<file path="config.mk">
export PLATFORM = sky130hd
export DESIGN_NAME = vector_add_scheduler
export DESIGN_NICKNAME = d
export VERILOG_FILES = /design/src/rtl/vec_pkg.sv /design/src/rtl/rr_arbiter.sv /design/src/rtl/signed_vector_addition.sv /design/src/rtl/vector_add_scheduler.sv
export SDC_FILE = /design/constraint.sdc
export NUM_CORES = 1
export LEC_CHECK = 0
export ABC_AREA = 1
export CAP_MARGIN = 25
export CORE_AREA = 2 2 205 207
export DETAILED_ROUTE_END_ITERATION = 16
export DIE_AREA = 0 0 207 209
export PLACE_DENSITY = 0.49
export SLEW_MARGIN = 20
export SYNTH_ARGS = -nofsm -noshare
export SYNTH_HDL_FRONTEND = slang
export SYNTH_SLANG_ARGS = --single-unit
export TNS_END_PERCENT = 30
</file>
<file path="constraint.sdc">
create_clock -name clk -period 5.1 [get_ports clk]
set_input_delay 1.53 -clock clk [delete_from_list [all_inputs] [get_ports clk]]
set_output_delay 1.53 -clock clk [all_outputs]
set_load 0.005 [all_outputs]
</file>
<file path="src/rtl/vec_pkg.sv">
// Shared vector types for the vector-add scheduler slice.
// Three signed components packed LSB-first into one word.
package vec_pkg;

   localparam int COMP_W   = 19;
   localparam int NUM_COMP = 3;
   localparam int VEC_W    = NUM_COMP * COMP_W;

   typedef logic [COMP_W-1:0] comp_t;
   typedef logic [VEC_W-1:0]  vec_t;

   function automatic comp_t comp(input vec_t v, input int k);
      return v[COMP_W*k +: COMP_W];
   endfunction

endpackage

</file>
<file path="src/rtl/rr_arbiter.sv">
// Round-robin arbiter: searches upward from ptr+1 with wrap.
// Produces a one-hot grant, its index and an any-grant flag.
module rr_arbiter #(
   parameter int N_REQ = 4,
   parameter int ID_W  = $clog2(N_REQ)
) (
   input  logic [N_REQ-1:0] req,
   input  logic             en,
   input  logic [ID_W-1:0]  ptr,
   output logic [N_REQ-1:0] grant,
   output logic [ID_W-1:0]  grant_idx,
   output logic             grant_any
);

   logic [ID_W-1:0] idx;

   // First requester after ptr wins; ptr itself is checked last
   always_comb begin
      grant     = '0;
      grant_idx = '0;
      grant_any = 1'b0;
      idx       = '0;
      for (int off = 1; off <= N_REQ; off++) begin
         idx = ID_W'((int'(ptr) + off) % N_REQ);
         if (en && !grant_any && req[idx]) begin
            grant_any  = 1'b1;
            grant[idx] = 1'b1;
            grant_idx  = idx;
         end
      end
   end

endmodule

</file>
<file path="src/rtl/signed_vector_addition.sv">
// Per-component two's-complement adder for packed 3-vectors.
// Each lane wraps independently; no carry crosses lanes.
module signed_vector_addition
   import vec_pkg::*;
(
   input  logic [VEC_W-1:0] a,
   input  logic [VEC_W-1:0] b,
   output logic [VEC_W-1:0] sum
);

   // Lane-wise modular add
   always_comb begin
      sum = '0;
      for (int k = 0; k < NUM_COMP; k++) begin
         sum[COMP_W*k +: COMP_W] = comp(a, k) + comp(b, k);
      end
   end

endmodule

</file>
<file path="src/rtl/vector_add_scheduler.sv">
// Shares one vector adder among N_REQ requesters, round-robin,
// with a single registered result slot and valid/ready output.
module vector_add_scheduler
   import vec_pkg::*;
#(
   parameter int N_REQ = 4,
   parameter int ID_W  = $clog2(N_REQ)
) (
   input  logic                   clk,
   input  logic                   rst_n,
   input  logic [N_REQ-1:0]       req_valid,
   output logic [N_REQ-1:0]       req_ready,
   input  logic [N_REQ*VEC_W-1:0] req_vec_a,
   input  logic [N_REQ*VEC_W-1:0] req_vec_b,
   output logic                   rsp_valid,
   input  logic                   rsp_ready,
   output logic [VEC_W-1:0]       rsp_vec,
   output logic [ID_W-1:0]        rsp_id,
   output logic [NUM_COMP-1:0]    rsp_ovf
);

   logic                rsp_valid_q, rsp_valid_d;
   logic [VEC_W-1:0]    rsp_vec_q, rsp_vec_d;
   logic [ID_W-1:0]     rsp_id_q, rsp_id_d;
   logic [NUM_COMP-1:0] rsp_ovf_q, rsp_ovf_d;
   logic [ID_W-1:0]     rr_ptr_q, rr_ptr_d;

   logic                slot_free;
   logic                arb_en;
   logic                accept;
   logic [ID_W-1:0]     win_idx;
   logic [VEC_W-1:0]    op_a, op_b, sum;
   logic [NUM_COMP-1:0] ovf;

   // Slot is free when empty or draining this cycle; no grants in reset
   assign slot_free = ~rsp_valid_q | rsp_ready;
   assign arb_en    = slot_free & rst_n;

   rr_arbiter #(
      .N_REQ (N_REQ),
      .ID_W  (ID_W)
   ) u_arb (
      .req       (req_valid),
      .en        (arb_en),
      .ptr       (rr_ptr_q),
      .grant     (req_ready),
      .grant_idx (win_idx),
      .grant_any (accept)
   );

   // Route the winner's operands to the shared adder
   always_comb begin
      op_a = req_vec_a[VEC_W*win_idx +: VEC_W];
      op_b = req_vec_b[VEC_W*win_idx +: VEC_W];
   end

   signed_vector_addition u_add (
      .a   (op_a),
      .b   (op_b),
      .sum (sum)
   );

   comp_t ca, cb, cs;

   // Signed overflow: like-signed operands, result sign differs
   always_comb begin
      ovf = '0;
      ca  = '0;
      cb  = '0;
      cs  = '0;
      for (int k = 0; k < NUM_COMP; k++) begin
         ca     = comp(op_a, k);
         cb     = comp(op_b, k);
         cs     = comp(sum, k);
         ovf[k] = (ca[COMP_W-1] == cb[COMP_W-1]) &
                  (cs[COMP_W-1] != ca[COMP_W-1]);
      end
   end

   // Slot update: load on accept, drain on ready, else hold
   always_comb begin
      rsp_valid_d = rsp_valid_q;
      rsp_vec_d   = rsp_vec_q;
      rsp_id_d    = rsp_id_q;
      rsp_ovf_d   = rsp_ovf_q;
      rr_ptr_d    = rr_ptr_q;
      if (accept) begin
         rsp_valid_d = 1'b1;
         rsp_vec_d   = sum;
         rsp_id_d    = win_idx;
         rsp_ovf_d   = ovf;
         rr_ptr_d    = win_idx;
      end else if (rsp_ready) begin
         rsp_valid_d = 1'b0;
      end
   end

   // Result register and arbitration pointer
   always_ff @(posedge clk) begin
      if (!rst_n) begin
         rsp_valid_q <= 1'b0;
         rsp_vec_q   <= '0;
         rsp_id_q    <= '0;
         rsp_ovf_q   <= '0;
         rr_ptr_q    <= ID_W'(N_REQ - 1);
      end else begin
         rsp_valid_q <= rsp_valid_d;
         rsp_vec_q   <= rsp_vec_d;
         rsp_id_q    <= rsp_id_d;
         rsp_ovf_q   <= rsp_ovf_d;
         rr_ptr_q    <= rr_ptr_d;
      end
   end

   assign rsp_valid = rsp_valid_q;
   assign rsp_vec   = rsp_vec_q;
   assign rsp_id    = rsp_id_q;
   assign rsp_ovf   = rsp_ovf_q;

endmodule
</file>
==> results of run 1 <==
cells in the final DEF, fill, tap and decap left out, types with 61 or more instances in the layout:
master,n
a21oi_1,103
nand3_1,76
inv_1,61
clkdlybuf4s50_1,522
o21ai_0,169
o21ai_1,123
nand2_1,167
buf_4,219
o22ai_1,93
nor2_1,235
dfxtp_1,65
repair_timing:
item                                    in CTS  in global routing
resized for setup                            9                129
setup buffers                                0                 17
cloned                                       0                 10
pin swaps                                    0                 31
endpoints found under the setup margin      10                 42
sequential cells by signal (all words and copies together), names as in the netlist:
register and cells:
rsp_id 2, rsp_vec 57, rr_ptr_q 2, rsp_valid 1
rsp_ovf 3
stage by stage:
step	hold slack [ns]	cell area (um^2)
2_1_floorplan	0.4573	8534
3_3_place_gp	0.4501	16010
3_5_place_dp	0.4543	16010
4_1_cts	0.4640	16370
5_1_grt	0.4795	17270
6_report	0.4620	17270
layout make-up:
type / count / area (um^2)
antenna: 1 / 2.502
clock buffer: 11 / 252.7
clock inverter: 5 / 77.57
fill: 4334 / 24020
inverter: 68 / 260.3
multi-input combinational: 1213 / 7039
sequential: 65 / 1301
tap: 539 / 674.4
timing repair buffer: 786 / 7661
report_power, final:
part / leakage [uW] / internal (uW) / switching (uW)
Sequential: 0.000539 / 705 / 95.0
Combinational: 0.00655 / 7410 / 7780
Clock: 0.000162 / 454 / 271
critical path: stages:
cell and delay (ns):
clkdlybuf4s50_1 0.48, inv_2 0.05, a21oi_2 0.14, buf_6 0.16, nand3_4 0.08, nand4_4 0.08, nor2_4 0.06, buf_4 0.15
a21oi_4 0.25, buf_4 0.21, clkbuf_16 0.20, o21ai_0 0.19, o22ai_1 0.23, ha_1 0.17, inv_1 0.06, nor3_1 0.27
nand2_1 0.11, o311ai_2 0.37, buf_4 0.20, inv_1 0.05, nand3_1 0.07, nand3_1 0.09, nand2_1 0.07, inv_1 0.03
final timing paths:
| check | cells after the start | to | startpoint | slack [ns] |
|---|---|---|---|---|
| hold / removal | 2 | rsp_vec[38] | rsp_vec[38] | 0.46 |
| hold reg to reg | 2 | rsp_vec[38] | rsp_vec[38] | 0.46 |
| setup / recovery | 24 | rsp_vec[18] | rsp_ready | 0.05 |
| setup reg to reg | 24 | rsp_vec[18] | rr_ptr_q[1] | 0.34 |
cells by family (layout without fill, tap and decap cells):
group           count (synthesis)  after routing
simple gates                  541            541
xor+xnor                       43             43
buf+inv                       167            870
other cells                     0              1
fa+ha+maj                      65             65
compound gates                564            564
flops                          65             65
per-layer routing:
layer | vias up | wire length [um] | track usage
met3 | 67 | 2642 | 0.04223
met2 | 426 | 23580 | 0.3489
met4 | 0 | 1496 | 0.06650
met1 | 5876 | 21580 | 0.2481
met5 | - | 0 | 0
li1 | 6504 | - | -
==> qor.yml, run 1 <==
die_w_um: 207
relSlewSlack: 0.5702
drv_cap: 0
track_usage: 0.2015
fp.dieH_um: 209
first_global_vias: 12690
clkTransAtPathRegs_ns: 0.06
via_count: 12870
fin_crit_sh: 0.9900
synth_ff_type: "dfxtp_1"
synth_top_cell_area_share: 0.1525
hold_path_class: "reg -> reg"
synth-xor-area-share: 0.04413
cts_sinks: 65
ant_nets: 0
first_pass_iters: 6
pre_cts_ws_ns: -0.6000
synth.most_common_cell: "nor2_1"
drc_errors: 0
hold_violations: 0
fin_total_pwr_uw: 16710
antenna_found_initial: 0
cts_buffers: 9
netlist_area_mm2: 0.008534
max_freq_mhz: 198.1
grt_max_degree: 68
drive_above_1_share: 0.1760
fin_crit_ns: 5.049
cp-end-kind: "register"
synth_area_leader_cell: "dfxtp_1"
synth_top_family_by_area: "compound AO/OA/AOI/OAI gates"
critPathKind: "in -> reg"
io_buffers: 529
syn_nets: 1973
post_drt_via_cell_ratio: 4.789
status: "finished clean"
place_hpwl_um: 38170
syn_avg_cell_area_um2: 5.906
fin_util: 0.4182
p_per_area_mw_per_mm2: 967.8
cts_max_path_buffers: 2
yosysSeqAreaShare: 0.1525
synth.area.top_cells: "dfxtp_1, nor2_1, o21ai_0"
synthTopCellsByCount: "nor2_1, nand2_1, o21ai_0"
final_cells: 2688
synth-compound-area-share: 0.3612
num_io_pins: 530
insertion_delay_ns: 0.34
slew_violations: 0
crit_fanout: 23
synthAdderAreaFrac: 0.09793
fin_tns_setup_ns: 0
dp_cells: 2644
wirelength_um: 49300
gp_congestion: 0.8884
grt_pass1_wl_um: 69560
synth_cells: 1445
die-area_mm2: 0.04326
dr.first_iter.drc_count: 760
p_leak_uw: 0.007247
synth_edf_count: 0
rsz0062_at_grt: "yes"
nNetsFinal: 2671
grt_overflow: 0
ys_seq_elements: 65
cts_tree: "built"
start_kind: "input pin"
setup_slack_ns: 0.05086
setup_viol: 0
synth_cell_types: 46
synth_mux_area_frac: 0
ir_worst_vdd_mv: 0.3642
synthSimpleGateAreaFrac: 0.2627
skew_ns: 0.007613
core_area_mm2: 0.04129
wl_per_cell_um: 18.34
rows: 75
cp.arrival_ns: 5.29
yosys_warnings: 0
cts-root-buf: "clkbuf_16"
async_reset_ff_frac: 0
worst_pin_slew_ns: 0.6447
areaGrowthSynthToFinish_pct: 102.3
cts_max_level: 3
initial_core_util: 0.2067
hold_buffers: 0
crit_required_ns: 5.34
Note: power is estimated with default switching activity, not from simulation.
==> run 2: changes to the inputs <==
--- a/config.mk
+++ b/config.mk
@@ -7,9 +7,9 @@
 export LEC_CHECK = 0
 export ABC_AREA = 1
 export CAP_MARGIN = 25
-export CORE_AREA = 2 2 205 207
+export CORE_AREA = 3 3 206 208
 export DETAILED_ROUTE_END_ITERATION = 16
-export DIE_AREA = 0 0 207 209
+export DIE_AREA = 0 0 209 211
 export PLACE_DENSITY = 0.49
 export SLEW_MARGIN = 20
 export SYNTH_ARGS = -nofsm -noshare
==> run 2 against run 1 <==
Net effect:
- via count rose by 0.69%
- design area fell by 0.70%
- register-to-register slack improved by 0.12 ns
- final cell count fell by 0.22%
- global-route usage rose by 0.58 points
- combinational power barely moved
- critical endpoint is now rsp_vec[14]
- largest cell class unchanged
- largest power group unchanged
==> qor.yml, run 2 (same netlist as run 1, synthesis figures left out) <==
via_count: 12960  # +0.69%
slew_violations: 0  # unchanged
antenna_found_initial: 1  # +1
initial_core_util: 0.2095  # +0.002793
p_leak_uw: 0.007170  # -1.1%
crit_required_ns: 5.37  # +0.03 ns
holdPathStages: 2  # unchanged
io_buffers: 529  # unchanged
setup_viol: 0  # unchanged
num_io_pins: 530  # unchanged
drive_above_1_share: 0.1679  # -0.008071
grt_overflow: 0  # unchanged
final_cell_mix: "clkdlybuf4s50_1, nor2_1, buf_4"
ir_worst_vdd_mv: 0.3784  # +3.9%
min_from: "rsp_vec[1]"
crit_fanout: 7  # -70%
worst_pin_slew_ns: 0.6396  # -0.005178 ns
die_w_um: 209  # +0.97%
die-area_mm2: 0.04410  # +1.9%
fin_total_pwr_uw: 16630  # -0.52%
switchingPower_uw: 8179  # +0.42%
rows: 74  # -1.3%
rsz0062_at_grt: "no"
relSlewSlack: 0.5736  # +0.003452
cts_tree: "built"
dr.first_iter.drc_count: 659  # -13%
cts-root-buf: "clkbuf_16"
insertion_delay_ns: 0.34  # about the same
ant_nets: 0  # unchanged
areaGrowthSynthToFinish_pct: 100.9
clkTransAtPathRegs_ns: 0.07  # about the same
start_kind: "input pin"
first_global_vias: 12790  # +0.80%
fin_crit_ns: 4.879  # -0.1706 ns
drv_cap: 0  # unchanged
largest_reg_flops: 57  # unchanged
post_drt_via_cell_ratio: 4.833  # +0.92%
max_stage_delay_ns: 0.36  # -0.12 ns
cts_max_path_buffers: 2  # unchanged
final_cells: 2682  # -0.22%
nNetsFinal: 2673  # +0.075%
hold_buffers: 0  # unchanged
drc_errors: 0  # unchanged
antenna_cells: 0  # -1
crit_slowest_cell: "ha_1"
reg2reg_from: "rr_ptr_q[0]"
first_pass_iters: 5  # -1
wirelength_um: 50650  # +2.7%
wl_per_cell_um: 18.88  # +3.0%
cts_sinks: 65  # unchanged
setup_slack_ns: 0.2214  # +0.1706 ns
cp-end-kind: "register"
cts_buffers: 9  # unchanged
reg2reg_setup_slack_ns: 0.46  # +0.12 ns
place_hpwl_um: 38490  # +0.83%
max_freq_mhz: 205.0  # +3.5%
path_delay_family: "simple AND/OR/NAND/NOR gates"
r2r_cells: 24  # unchanged
grt_max_degree: 70  # +2.9%
seq_power_share: 0.048  # about the same
hold_violations: 0  # unchanged
status: "finished clean"
layout_commonest_cell: "clkdlybuf4s50_1"
gp_congestion: 0.8797  # -0.98%
hold_path_class: "reg -> reg"
skew_ns: 0.01081  # +0.003198 ns
critPathKind: "in -> reg"
pre_cts_ws_ns: -0.6249  # -0.02488 ns
cp.arrival_ns: 5.15  # -0.14 ns
intPower_uw: 8448  # -1.4%
p_per_area_mw_per_mm2: 969.5  # +0.17%
fin_hold_ws_ns: 0.4631  # +0.001095 ns
grt_pass1_wl_um: 72330  # +4.0%
worstHoldEndpoint: "rsp_vec[1]"
r2r-end: "rsp_vec[14]"
pwr-share-clk: 0.043  # about the same
fp.dieH_um: 211  # +0.96%
p_comb_frac: 0.909  # about the same
swShare: 0.4919  # +0.004605
path_buf_inv: 4  # -6
dp_cells: 2632  # -0.45%
path_cells: "dlymetal6s2s_1 -> nand2_1 -> nand3_2 -> nand2_1 -> nand4_1 -> nand2_1 -> nand2_2 -> nand2_8 -> clkinv_16 -> buf_6 -> buf_4 -> nor2_1 -> o22ai_1 -> ha_1 -> nand2_2 -> nor2_4 -> nand4_1 -> o211ai_1 -> nand3_1 -> nand2_2 -> a21boi_0 -> or2_2 -> a31oi_1"
track_usage: 0.2073  # +0.005836
core_area_mm2: 0.04074  # -1.3%
cts_max_level: 3  # unchanged
fin_crit_sh: 0.9566  # -0.03344
-- run 2: timing repair --
item	CTS	global route
endpoints found under the setup margin	21	45
gates cloned	4	4
setup buffers	2	25
resized for setup	25	87
pin swaps	2	39
-- run 2: worst max path at each step --
stage | endpoint | cells after the start | startpoint | slack [ns]
floorplan | rsp_vec[37] | 22 | rsp_ready | 0.42
global placement | rsp_vec[18] | 25 | rsp_ready | -0.59
detailed placement | rsp_vec[18] | 24 | req_valid[3] | -0.62
CTS | rsp_vec[14] | 22 | req_valid[3] | -0.04
global route | rsp_vec[34] | 22 | req_valid[3] | 0.01
finish | rsp_vec[14] | 23 | req_valid[3] | 0.22
-- run 2: power by group through the flow --
stage	registers (uW)	clock network [uW]	logic, uW
after CTS	803	738	14200
after floorplan	815	0	7490
after detailed placement	809	0	13700
after global placement	806	0	13600
final	804	712	15100
after global routing	825	756	16700
-- run 2: final cells by class --
| cell class | instances | area [um^2] |
|---|---|---|
| fill | 4294 | 23590 |
| timing repair buffer | 786 | 7655 |
| multi-input combinational | 1213 | 6885 |
| sequential | 65 | 1303 |
| tap | 532 | 665.6 |
| inverter | 68 | 281.5 |
| clock buffer | 12 | 256.5 |
| clock inverter | 4 | 75.07 |
| timing repair inverter | 2 | 27.53 |
-- run 2: tightest hold or removal path, delay by kind of cell, from the launching register on --
| kind | cells | cell delay [ns] |
|---|---|---|
| simple gates | 1 | 0.06 |
| flops | 1 | 0.30 |
| compound gates | 1 | 0.05 |
-- run 2: routing by layer --
metal / global-route usage / share of wire
met1: 0.2559 / 0.43
met2: 0.3735 / 0.50
met3: 0.03728 / 0.054
met4: 0.05196 / 0.021
met5: 0 / 0.00026
-- run 2: metrics by stage --
step           setup TNS [ns]  instance area, um^2    util
2_1_floorplan               0                 8534       -
3_3_place_gp           -11.99                15940  0.3912
3_5_place_dp           -13.92                15940  0.3912
4_1_cts              -0.07939                16530  0.4057
5_1_grt                     0                17150  0.4209
6_report                    0                17150  0.4209
==> run 3: changes to the inputs <==
--- a/config.mk
+++ b/config.mk
@@ -7,10 +7,9 @@
 export LEC_CHECK = 0
 export ABC_AREA = 1
 export CAP_MARGIN = 25
-export CORE_AREA = 3 3 206 208
+export CORE_AREA = 3 3 204 206
 export DETAILED_ROUTE_END_ITERATION = 16
-export DIE_AREA = 0 0 209 211
-export PLACE_DENSITY = 0.49
+export DIE_AREA = 0 0 207 209
 export SLEW_MARGIN = 20
 export SYNTH_ARGS = -nofsm -noshare
 export SYNTH_HDL_FRONTEND = slang
==> constraint.sdc (replaced) <==
create_clock -name clk -period 6.2 [get_ports clk]
set_input_delay 1.86 -clock clk [delete_from_list [all_inputs] [get_ports clk]]
set_output_delay 1.86 -clock clk [all_outputs]
set_load 0.005 [all_outputs]
==> run 3 against run 2 <==
Net effect:
- non-clock buffer count shrank 216
- final cell count down 8.4%
- core utilization fell by 4.9 points
- sequential power fell by 18%
- combinational power down 40%
- critical path depth fell by 14
- die area fell by 1.9%
- register-to-register slack better by 0.66 ns
- design area down 14%
- worst setup slack gained 0.16 ns
- total power down 38%
- clock skew grew 0.0042 ns
- critical endpoint is now req_ready[3]
- largest cell class is now multi-input gates
- largest power group unchanged
- highest routed layer is now met4
==> qor.yml, run 3 (same netlist as run 1, synthesis figures left out) <==
rows: 73  # -1.4%
status: "finished clean"
cts_sinks: 65  # unchanged
die-area_mm2: 0.04326  # -1.9%
worst_pin_slew_ns: 0.5831  # -0.05652 ns
io_buffers: 529  # unchanged
r2r_cells: 23  # -4.2%
min_from: "rsp_vec[20]"
max_freq_mhz: 171.8
drc_errors: 0  # unchanged
insertion_delay_ns: 0.34  # about the same
skew_ns: 0.01503  # +0.004223 ns
hold_buffers: 0  # unchanged
die_w_um: 207  # -0.96%
path_delay_family: "buffers and inverters"
relSlewSlack: 0.6113  # +0.03768
critPathKind: "in -> out"
postCtsSetupBuffers: 0  # -2
drive_above_1_share: 0.03778  # -0.1301
antenna_cells: 0  # unchanged
ant_nets: 0  # unchanged
max_stage_delay_ns: 0.57  # +0.21 ns
drv_cap: 0  # unchanged
crit_required_ns: 4.34  # -1.03 ns
start_kind: "input pin"
hold_path_class: "reg -> reg"
grt_pass1_wl_um: 67970  # -6.0%
cp.arrival_ns: 3.96  # -1.19 ns
dp_cells: 2441  # -7.3%
post_drt_via_cell_ratio: 5.002  # +3.5%
gp_congestion: 0.9259  # +5.3%
clkTransAtPathRegs_ns: 0.05  # -0.02 ns
fin_crit_ns: 5.822
areaGrowthSynthToFinish_pct: 73.68
fin_tns_setup_ns: 0  # unchanged
p_leak_uw: 0.005866  # -18%
largest_reg_flops: 57  # unchanged
slew_violations: 0  # unchanged
grt_max_degree: 67  # -4.3%
nFillCells: 4276  # -0.42%
holdPathStages: 2  # unchanged
reg2reg_from: "rr_ptr_q[1]"
antenna_found_initial: 0  # -1
final_cell_mix: "clkdlybuf4s50_1, nor2_1, nand2_1, o21ai_0, o21ai_1"
cts_resized: 0  # -100%
ir_worst_vdd_mv: 0.3191  # -16%
fin_util: 0.3722  # -0.04873
cts_tree: "built"
final_cells: 2457  # -8.4%
path_buf_inv: 3  # -1
crit_fanout: 5  # -2
first_global_vias: 11960  # -6.5%
rsz0062_at_grt: "no"
p_per_area_mw_per_mm2: 694.6  # -28%
initial_core_util: 0.2143  # +0.004818
setup_viol: 0  # unchanged
cts-root-buf: "clkbuf_16"
cp-end-kind: "output pin"
cts_max_level: 3  # unchanged
fin_crit_sh: 0.9390
wl_per_cell_um: 18.25  # -3.4%
grt_overflow: 0  # unchanged
worstHoldEndpoint: "rsp_vec[20]"
nNetsFinal: 2455  # -8.2%
first_pass_iters: 5  # unchanged
core_area_mm2: 0.03982  # -2.2%
cts_buffers: 9  # unchanged
dr.first_iter.drc_count: 955  # +45%
reg2reg_setup_slack_ns: 1.12  # +0.66 ns
track_usage: 0.1956  # -0.01179
crit_slowest_cell: "clkdlybuf4s50_1"
fp.dieH_um: 209  # -0.95%
layout_commonest_cell: "clkdlybuf4s50_1"
path_cells: "clkdlybuf4s50_1 -> nand2_1 -> nand3_1 -> nand2_1 -> nand4_2 -> nor2_4 -> inv_1 -> o221ai_1 -> clkdlybuf4s50_1"
place_hpwl_um: 36450  # -5.3%
via_count: 12290  # -5.2%
r2r-end: "rsp_vec[14]"
hold_violations: 0  # unchanged
wirelength_um: 44840  # -11%
num_io_pins: 530  # unchanged
cts_max_path_buffers: 2  # unchanged
==> run 3: cell count changes in the layout (fill, tap and decap cells not counted), moves of 6 or more <==
cell / change
o21ai_0: +7
o22ai_1: +8
nand3_1: +6
o22ai_2: -8
buf_4: -191
buf_12: -7
a21oi_1: +11
nand2_2: -13
a21oi_2: -11
buf_6: -8
nand2_1: +13
clkdlybuf4s50_1: +7
==> run 3: worst min-delay path, stage by stage (launching register included) <==
cell and delay (ns):
dfxtp_1 0.31, nand2_1 0.06, a21oi_1 0.05
==> run 3: per-layer routing <==
layer	up-vias	routed length (um)	GRT usage
li1	6051	-	-
met3	65	3276	0.04714
met2	547	21280	0.3330
met4	0	1125	0.05103
met5	-	0	0
met1	5626	19150	0.2479
==> run 3: worst max-delay path by stage <==
stage                        end  slack (ns)          from  cells past startpoint
floorplan            rsp_vec[37]        1.19     rsp_ready                     22
global placement     rsp_vec[37]        0.03  req_valid[3]                     23
detailed placement   rsp_vec[37]       -0.02  req_valid[0]                     23
CTS                  rsp_vec[37]        0.33  req_valid[0]                     23
global route         rsp_vec[37]       0.005  req_valid[3]                     24
finish              req_ready[3]        0.38  req_valid[3]                      9
==> run 3: per-stage QoR <==
step / worst slack, ns / total power [uW] / hold WS (ns) / cell area [um^2]
final: 0.3784 / 10300 / 0.4622 / 14820
after global routing: 0.005147 / 11460 / 0.4970 / 14820
after CTS: 0.3295 / 10340 / 0.4632 / 14820
after detailed placement: -0.01674 / 9737 / 0.4546 / 14530
after global placement: 0.03016 / 9715 / 0.4502 / 14530
after floorplan: 1.189 / 6832 / 0.4573 / 8534
==> run 3: layout make-up <==
class,instances,area (um^2),share of cell area
Clock buffer,13,250.2,0.01688
Multi-Input combinational cell,1213,6579,0.4438
Timing Repair Buffer,570,5736,0.3869
Tap cell,525,656.9,0.04431
Clock inverter,3,40.04,0.002701
Sequential cell,65,1301,0.08779
Inverter,68,260.3,0.01756
==> run 3: where the power goes <==
| group | switching (uW) | internal, uW | total, uW |
|---|---|---|---|
| registers | 82.2 | 580 | 663 |
| logic | 5490 | 3620 | 9110 |
| clock network | 205 | 322 | 527 |
| total | 5780 | 4520 | 10300 |
